## src/rtl/spi_slave_rx.sv

```systemverilog
`default_nettype none
// ============================================================================
// spi_slave_rx : 4-wire LCD SPI receiver, {dc,byte} words into a show-ahead FIFO
// Rev 1.0
// ============================================================================
module spi_slave_rx #(
  parameter int SYNC_STAGES = 2,
  parameter int FIFO_DEPTH  = 4
) (
  input  logic       clk,
  input  logic       rst,
  input  logic       spi_sck,
  input  logic       spi_mosi,
  input  logic       spi_dc,
  input  logic       spi_cs,
  input  logic       rd_en,
  output logic [8:0] rx_data,
  output logic       rx_empty,
  output logic       rx_full,
  output logic       overflow,
  output logic       frame_err,
  output logic       busy
);

  localparam int AW = $clog2(FIFO_DEPTH);
  localparam logic [AW:0] PTR_ONE  = 1;
  localparam logic [3:0]  IDLE_LVL = 4'b0101;  // {sck, cs, mosi, dc}

  localparam logic [0:0] ST_IDLE  = 1'b0;
  localparam logic [0:0] ST_SHIFT = 1'b1;

  logic [3:0] sync_q [SYNC_STAGES];
  logic       sck_s, cs_s, mosi_s, dc_s, sck_prev_q, sck_rise;

  always_ff @(posedge clk) begin
    if (rst) begin
      for (int i = 0; i < SYNC_STAGES; i++) sync_q[i] <= IDLE_LVL;
      sck_prev_q <= 1'b0;
    end else begin
      sync_q[0] <= {spi_sck, spi_cs, spi_mosi, spi_dc};
      for (int i = 1; i < SYNC_STAGES; i++) sync_q[i] <= sync_q[i-1];
      sck_prev_q <= sck_s;
    end
  end

  assign {sck_s, cs_s, mosi_s, dc_s} = sync_q[SYNC_STAGES-1];
  assign sck_rise = sck_s & ~sck_prev_q;
  assign busy     = ~cs_s;

  logic [0:0] state_q, state_d;
  logic [2:0] bit_cnt_q, bit_cnt_d;
  logic [7:0] shift_q, shift_d;
  logic [8:0] wr_word_q, wr_word_d;
  logic       wr_valid_q, wr_valid_d;
  logic       frame_err_q, frame_err_d;

  always_comb begin
    state_d     = state_q;
    bit_cnt_d   = bit_cnt_q;
    shift_d     = shift_q;
    wr_word_d   = wr_word_q;
    wr_valid_d  = 1'b0;
    frame_err_d = 1'b0;
    case (state_q)
      ST_IDLE: begin
        bit_cnt_d = 3'd0;
        shift_d   = 8'd0;
        if (!cs_s) state_d = ST_SHIFT;
      end
      ST_SHIFT: begin
        if (cs_s) begin
          state_d     = ST_IDLE;
          bit_cnt_d   = 3'd0;
          shift_d     = 8'd0;
          frame_err_d = (bit_cnt_q != 3'd0);
        end else if (sck_rise) begin
          shift_d   = {shift_q[6:0], mosi_s};
          bit_cnt_d = bit_cnt_q + 3'd1;
          // DC is only meaningful at the final bit of each byte
          if (bit_cnt_q == 3'd7) begin
            wr_valid_d = 1'b1;
            wr_word_d  = {dc_s, shift_q[6:0], mosi_s};
          end
        end
      end
      default: state_d = ST_IDLE;
    endcase
  end

  always_ff @(posedge clk) begin
    if (rst) begin
      state_q     <= ST_IDLE;
      bit_cnt_q   <= 3'd0;
      shift_q     <= 8'd0;
      wr_word_q   <= 9'd0;
      wr_valid_q  <= 1'b0;
      frame_err_q <= 1'b0;
    end else begin
      state_q     <= state_d;
      bit_cnt_q   <= bit_cnt_d;
      shift_q     <= shift_d;
      wr_word_q   <= wr_word_d;
      wr_valid_q  <= wr_valid_d;
      frame_err_q <= frame_err_d;
    end
  end

  assign frame_err = frame_err_q;

  logic [8:0]  mem_q [FIFO_DEPTH];
  logic [AW:0] wr_ptr_q, rd_ptr_q;
  logic        overflow_q, do_pop, do_push, do_drop;

  assign rx_empty = (wr_ptr_q == rd_ptr_q);
  assign rx_full  = (wr_ptr_q[AW] != rd_ptr_q[AW]) &&
                    (wr_ptr_q[AW-1:0] == rd_ptr_q[AW-1:0]);
  assign do_pop   = rd_en & ~rx_empty;
  // A pop in the same cycle frees the slot, so a write at full still lands
  assign do_push  = wr_valid_q & (~rx_full | do_pop);
  assign do_drop  = wr_valid_q & rx_full & ~do_pop;

  always_ff @(posedge clk) begin
    if (rst) begin
      for (int i = 0; i < FIFO_DEPTH; i++) mem_q[i] <= 9'd0;
      wr_ptr_q   <= '0;
      rd_ptr_q   <= '0;
      overflow_q <= 1'b0;
    end else begin
      if (do_push) begin
        mem_q[wr_ptr_q[AW-1:0]] <= wr_word_q;
        wr_ptr_q <= wr_ptr_q + PTR_ONE;
      end
      if (do_pop)  rd_ptr_q   <= rd_ptr_q + PTR_ONE;
      if (do_drop) overflow_q <= 1'b1;
    end
  end

  assign rx_data  = mem_q[rd_ptr_q[AW-1:0]];
  assign overflow = overflow_q;

endmodule
`default_nettype wire

```

## config.mk

```make
export PLATFORM = sky130hd
export DESIGN_NAME = spi_slave_rx
export DESIGN_NICKNAME = d
export VERILOG_FILES = /design/src/rtl/spi_slave_rx.sv
export SDC_FILE = /design/constraint.sdc
export NUM_CORES = 1
export LEC_CHECK = 0
export BUFFER_PORTS_ARGS = -buffer_cell sky130_fd_sc_hd__buf_2
export CORE_MARGIN = 4
export CORE_UTILIZATION = 31
export CTS_CLUSTER_SIZE = 20
export DETAILED_ROUTE_END_ITERATION = 8
export REMOVE_ABC_BUFFERS = 1
export SLEW_MARGIN = 10
export SYNTH_ARGS = -nofsm -noshare
export SYNTH_HDL_FRONTEND = slang
export SYNTH_SLANG_ARGS = --single-unit
```

## constraint.sdc

```tcl
create_clock -name clk -period 3.2 [get_ports clk]
set_input_delay 0.48 -clock clk [delete_from_list [all_inputs] [get_ports clk]]
set_output_delay 0.48 -clock clk [all_outputs]
set_load 0.005 [all_outputs]
```

==> metrics, run 1 <==
Critical Path Slowest Stage Cell=o41ai_1; hold path cells=2; Clk pin slew, worst setup/hold paths=0.07 ns; clock buffer depth=2; synthesis-stage register bit count=76; slew of the pin with the lowest slew margin=0.862 ns; Setup-failing EPs final=0; Synth-to-Final Area Change=15.9%; post-synthesis simple-gate area fraction=18.8%; sum of buffers and inverters on the critical path=0; worst r2r path cells=3; period utilization=70.5%; initial core utilization=31.7%; Detailed Route WL=5450 um; Slew Limit Fails=0; number of synthesized flops with an enable pin=36; drt pass-1 iters=4; Synth top area share=35.1%; post-synthesis compound-gate area fraction=between 3 and 4%; Post-DRT Antenna Nets=0; via count=1,780; Post-Synth XOR/XNOR Area=2.76%; share of cells above drive strength 1=21.3%; fraction of the yosys area taken by sequential cells=a little over 60%; Leak=0.00128 uW; largest net degree at the start of global routing=34; unrepaired setup endpoints after global routing=false; Worst EP arrival=2.24 ns; CTS tree=yes; min Tclk post-route=2.26 ns; Crit. End Element=register; most frequent cells in the layout=dfxtp_1 (40), and2_1 (36), edfxtp_1 (36); Netlist cell types=29; fill cell total of the finished layout=980; Warnings, synthesis=0; DRT iter0 DRCs=70; worst min-delay path class=in2reg; cell family contributing the most delay on the critical path=compound AO/OA/AOI/OAI gates; worst rel slew slack=42.4%; dominant combinational cell family by area after synthesis=simple AND/OR/NAND/NOR gates; Setup Fix Bufs, Post-CTS=0; num ports=21; status=complete, no violations; dominant cells by area after synthesis=edfxtp_1 (35%), dfxtp_1 (26%), and2_1 (7.3%); post-CTS resize count=0; ANT cells=0; drt wl/cell=13.5 um; Final Hold Vio Count=0; R2R setup slack=between 0.9 and 1 ns; area share of fa/ha/maj cells after synthesis=2.03%; GP Congestion=about 0.80; Post-layout nets=279; via/cell ratio=between 4 and 5; HPWL after DPL=3910 um; # rows=36; f_max=0.443 GHz; Clk Tree Root Cell=clkbuf_8; slowest stage delay, CP=0.67 ns; worst path required time=3.19 ns; IO buf count=20; Max-Cap Viols=0; initial antenna violation count=0; FF-to-FF Start=wr_ptr_q[1]$_SDFFE_PP0P_; commonest non-fill, non-tap cell in the layout=dfxtp_1; total die area=11,600 um2; first-pass GRT wire length=~9000 um; vias in the first global route=1,727; reg2reg end=mem_q[3][0]$_DFFE_PP_; drt drc=0; TNS Setup=0 ns; Chip Width=108 um; GRT Residual Overflow=0; clk sinks=76; power per cell area=540 nW/um2; peak supply drop=0.330 mV; final cell count without fillers=roughly 410; clk_lat worst skew=0.34 ns; core box area=9730 um2; Post-Syn Instances=about 240; Startpoint Class=register; Post-Place Cells=389; cell taking the most area after synthesis=edfxtp_1; Worst Hold End=sync_q[0][0]$_SDFF_PP1_; H-tree depth=3; total routing usage reported by global routing=10.5%; Post-Route Skew=between 0.007 and 0.008 ns; cts hold-fix bufs=0; critical path type=reg2reg; Post-synth ARST share=0%; Post-Syn Area=between 3000 and 4000 um2; min-delay src=spi_dc; die height=approximately 110 um; Synth Flop Type=dfxtp_1; Avg Inst Size Synth=about 13 um2; Num CTS Buffers=9; CP max FO=9; crit path cell chain=xor2_2 -> o41ai_1 -> o21bai_1; post-synthesis mux area share=10.2%
## final cells by class
cell class / instances / area (um2) / share of cell area, %
Clock buffer: 10 / 128 / 3.57
Clock inverter: 6 / 103 / 2.87
Inverter: 3 / 11.3 / 0.315
Multi-Input combinational cell: 154 / 1160 / 32.4
Sequential cell: 76 / 1880 / 52.7
Tap cell: 133 / 166 / 4.66
Timing Repair Buffer: 23 / 123 / 3.43
## synth_stat cells, types with 2 or more instances
master / instances
dfxtp_1: 40
and2_1: 36
edfxtp_1: 36
nand2_1: 23
nor2_1: 18
a21oi_1: 11
mux2i_1: 11
mux4_2: 9
nor2b_1: 9
or2_2: 7
clkbuf_1: 6
ha_1: 5
nor3_1: 4
xor2_1: 4
inv_1: 3
buf_1: 2
nor3b_4: 2
nor4_1: 2
xnor2_1: 2
xor2_2: 2
## per-stage QoR
step                      cell area (um2)  util (%)  setup slack (ns)  hold WS [ns]  total power, uW
after floorplan                      3050         -              1.18         0.389             1090
after global placement               3340      34.3              1.02         0.392             1120
after detailed placement             3340      34.3             0.958         0.398             1120
after CTS                            3570      36.7             0.864         0.299             1950
after global routing                 3570      36.7             0.784         0.294             2010
final                                3570      36.7             0.945         0.320             1930
## per-layer routing
layer / track usage [%] / vias up / wire length (um)
met1: 13.3 / 854 / 2600
met2: 16.1 / 31 / 2540
met4: 3.79 / 0 / 70
met5: 0 / - / 0
met3: 4.44 / 6 / 247
li1: - / 889 / -
## logic make-up after synthesis
logic type / Yosys count
buffers and inverters: 11
muxes: 20
adders and majority gates: 5
and+or+nand+nor: 104
AOI/OAI and AO/OA: 17
DFF: 76
xor gates and xnor gates: 8
## flip-flops by register name (all words and copies together) (netlist names), named ones only
| signal | flops |
|---|---|
| state_q | 1 |
| rd_ptr_q | 3 |
| sck_prev_q | 1 |
| shift_q | 7 |
| wr_valid_q | 1 |
| bit_cnt_q | 3 |
| mem_q | 36 |
| wr_word_q | 9 |
| sync_q | 8 |
| overflow | 1 |
| wr_ptr_q | 3 |
| frame_err | 1 |
## where the power goes
| part | leakage (uW) | total (uW) | switching, uW | internal, uW |
|---|---|---|---|---|
| clock | 0.000115 | 836 | 324 | 512 |
| combinational | 0.000484 | 42.7 | 24.5 | 18.2 |
| sequential | 0.000678 | 1050 | 9.88 | 1040 |
| total | 0.00128 | 1930 | 359 | 1570 |
## worst max-delay path by stage
| stage | depth (start not counted) | to | from |
|---|---|---|---|
| 6_report | 3 | mem_q[3][0]$_DFFE_PP_ | wr_ptr_q[1]$_SDFFE_PP0P_ |
| 5_1_grt | 2 | rx_data[6] | register |
| 4_1_cts | 2 | rx_data[5] | register |
| 3_5_place_dp | 3 | mem_q[3][3]$_DFFE_PP_ | wr_ptr_q[1]$_SDFFE_PP0P_ |
| 3_3_place_gp | 3 | mem_q[3][4]$_DFFE_PP_ | wr_ptr_q[1]$_SDFFE_PP0P_ |
| 2_1_floorplan | 6 | wr_word_q[0]$_SDFFE_PP0P_ | bit_cnt_q[0]$_SDFFE_PP0P_ |
(Power assumes the default switching activity.)
==> inputs of run 2 (changes only) <==
==> constraint.sdc (replaced) <==
create_clock -name clk -period 2.35 [get_ports clk]
set_input_delay 0.3525 -clock clk [delete_from_list [all_inputs] [get_ports clk]]
set_output_delay 0.3525 -clock clk [all_outputs]
set_load 0.005 [all_outputs]
==> run 2 against run 1 <==
  * Cell area fell by 0.46%
  * Non-clock buffer count rose by 4
  * Combinational power rose by 39%
  * First-iteration DRC count fell by 14%
  * Clock skew rose by 0.0021 ns
  * Wire length fell by 5.4%
  * Sequential share of layout area rose by 0.24 points
  * Via count fell by 2.7%
  * Power rose by 25%
  * Die area did not move
  * Highest routed layer unchanged
==> metrics, run 2 (synthesis gave the netlist of run 1 again) <==
initial core utilization=31.7% (unchanged); max reg flops=36 (unchanged); GP Congestion=0.746 (-7.3%); sum of buffers and inverters on the critical path=0 (unchanged); GRT Residual Overflow=0 (unchanged); total power=2410 uW (+25%); H-tree depth=3 (unchanged); Clk pin slew, worst setup/hold paths=0.07 ns (about the same); slowest stage delay, CP=0.61 ns (-0.06 ns); post-CTS resize count=0 (unchanged); Crit. path cell count=4 (+1); Leak=0.00128 uW (-0.16%); peak supply drop=0.466 mV (+41%); ANT cells=0 (unchanged); Post-layout nets=283 (+1.4%); IO buf count=20 (unchanged); Top reg by flops=mem_q; largest net degree at the start of global routing=34 (unchanged); min Tclk post-route=1.99 ns (-0.262 ns); first-pass GRT wire length=8780 um (-2.8%); period utilization=84.8% (+14 points); HPWL after DPL=3680 um (-5.9%); M1 WL=2540 um (-2.3%); CP max FO=10 (+1); top routing layer used=met4; initial antenna violation count=0 (unchanged); worst min-delay path class=in2reg; die height=108 um (unchanged); slew of the pin with the lowest slew margin=0.678 ns (-0.184 ns); f_max=0.502 GHz (+13%); wire length on met3=210 um (-15%); Setup-failing EPs final=0 (unchanged); Slew Limit Fails=0 (unchanged); fin util=36.5% (-0.17 points); Worst EP arrival=2.07 ns (-0.17 ns); crit path cell chain=xnor2_1 -> o41ai_4 -> nor3b_4 -> or2_2; drt wl/cell=12.6 um (-6.4%); most frequent cells in the layout=dfxtp_1 (40), and2_1 (36), edfxtp_1 (36); Final Hold Vio Count=0 (unchanged); drt pass-1 iters=4 (unchanged); register area=1880 um2 (unchanged); Post-Route Skew=0.00998 ns (+0.00209 ns); status=complete, no violations; # rows=36 (unchanged); commonest non-fill, non-tap cell in the layout=dfxtp_1; Num CTS Buffers=9 (unchanged); Clk Tree Root Cell=clkbuf_8; share of cells above drive strength 1=22.8% (+1.5 points); final worst setup slack=0.357 ns (-0.588 ns); Startpoint Class=register; Post-DRT Antenna Nets=0 (unchanged); setup slack at placement=0.335 ns (-0.623 ns); Crit. End Element=register; Critical Path Slowest Stage Cell=o41ai_4; clk sinks=76 (unchanged); hold path cells=2 (unchanged); CTS tree=yes; Setup Fix Bufs, Post-CTS=0 (unchanged); critical path type=reg2reg; DRT iter0 DRCs=60 (-14%); WHS=0.194 ns (-0.126 ns); worst r2r path cells=4 (+1); core box area=9730 um2 (unchanged); vias in the first global route=1,735 (+0.46%); cell family contributing the most delay on the critical path=compound AO/OA/AOI/OAI gates; power per cell area=677 nW/um2 (+25%); multi-input logic area=1160 um2 (unchanged); clock buffer depth=2 (unchanged); num ports=21 (unchanged); total routing usage reported by global routing=10.2% (-0.33 points); Detailed Route WL=5160 um (-5.4%); Detail Route met2 WL=2320 um (-8.5%); total die area=11,600 um2 (unchanged); cts hold-fix bufs=0 (unchanged); Chip Width=108 um (unchanged); worst path required time=2.42 ns (-0.77 ns); fill cell total of the finished layout=969 (-1.1%); Max-Cap Viols=0 (unchanged); Largest regs=mem_q (36), wr_word_q (9), sync_q (8); clk_lat worst skew=0.34 ns (about the same); unrepaired setup endpoints after global routing=false; TNS Setup=0 ns (unchanged); via/cell ratio=4.23 (-3.6%); via count=1,732 (-2.7%); Synth-to-Final Area Change=15.3%; drt drc=0 (unchanged); worst rel slew slack=54.7% (+12 points)
[run 2: cell count changes in the layout (fill, tap and decap cells not counted)]
cell and delta:
bufinv_16 -2, buf_4 +4, clkinv_1 -1, clkinv_2 +2, clkinvlp_4 +1
[run 2: power breakdown]
part | leakage [uW] | total [uW] | internal [uW] | switching [uW]
Clock | 0.0000935 | 920 | 481 | 439
Sequential | 0.000678 | 1430 | 1420 | 12.3
Combinational | 0.000504 | 59.5 | 25.9 | 33.6
Total | 0.00128 | 2410 | 1920 | 485
[run 2: cell type report]
class	count	share of cell area, %
clock inverter	6	1.58
timing repair buffer	27	4.29
sequential	76	52.9
multi-input combinational	154	32.6
inverter	3	0.317
clock buffer	10	3.59
tap	133	4.68
[run 2: final timing paths]
check                      startpoint                         to  slack, ns
max          rd_ptr_q[2]$_SDFFE_PP0N_  mem_q[1][0]$_SDFFCE_PN0P_       0.36
min                            spi_cs    sync_q[0][2]$_SDFF_PP1_       0.19
max reg2reg  rd_ptr_q[2]$_SDFFE_PP0N_  mem_q[1][0]$_SDFFCE_PN0P_       0.36
min reg2reg   sync_q[0][2]$_SDFF_PP1_    sync_q[0][6]$_SDFF_PP1_       0.41
[run 2: layer usage]
| metal | global-route usage, % | vias up |
|---|---|---|
| li1 | - | 896 |
| met3 | 4.50 | 6 |
| met2 | 14.9 | 29 |
| met4 | 3.79 | 0 |
| met1 | 13.3 | 801 |
| met5 | 0 | - |
[run 2: through the flow]
step / area [um2] / std cells
CTS: 3550 / 409
finish: 3550 / 409
global route: 3550 / 409
global placement: 3370 / 393
floorplan: 3050 / 233
detailed placement: 3370 / 393
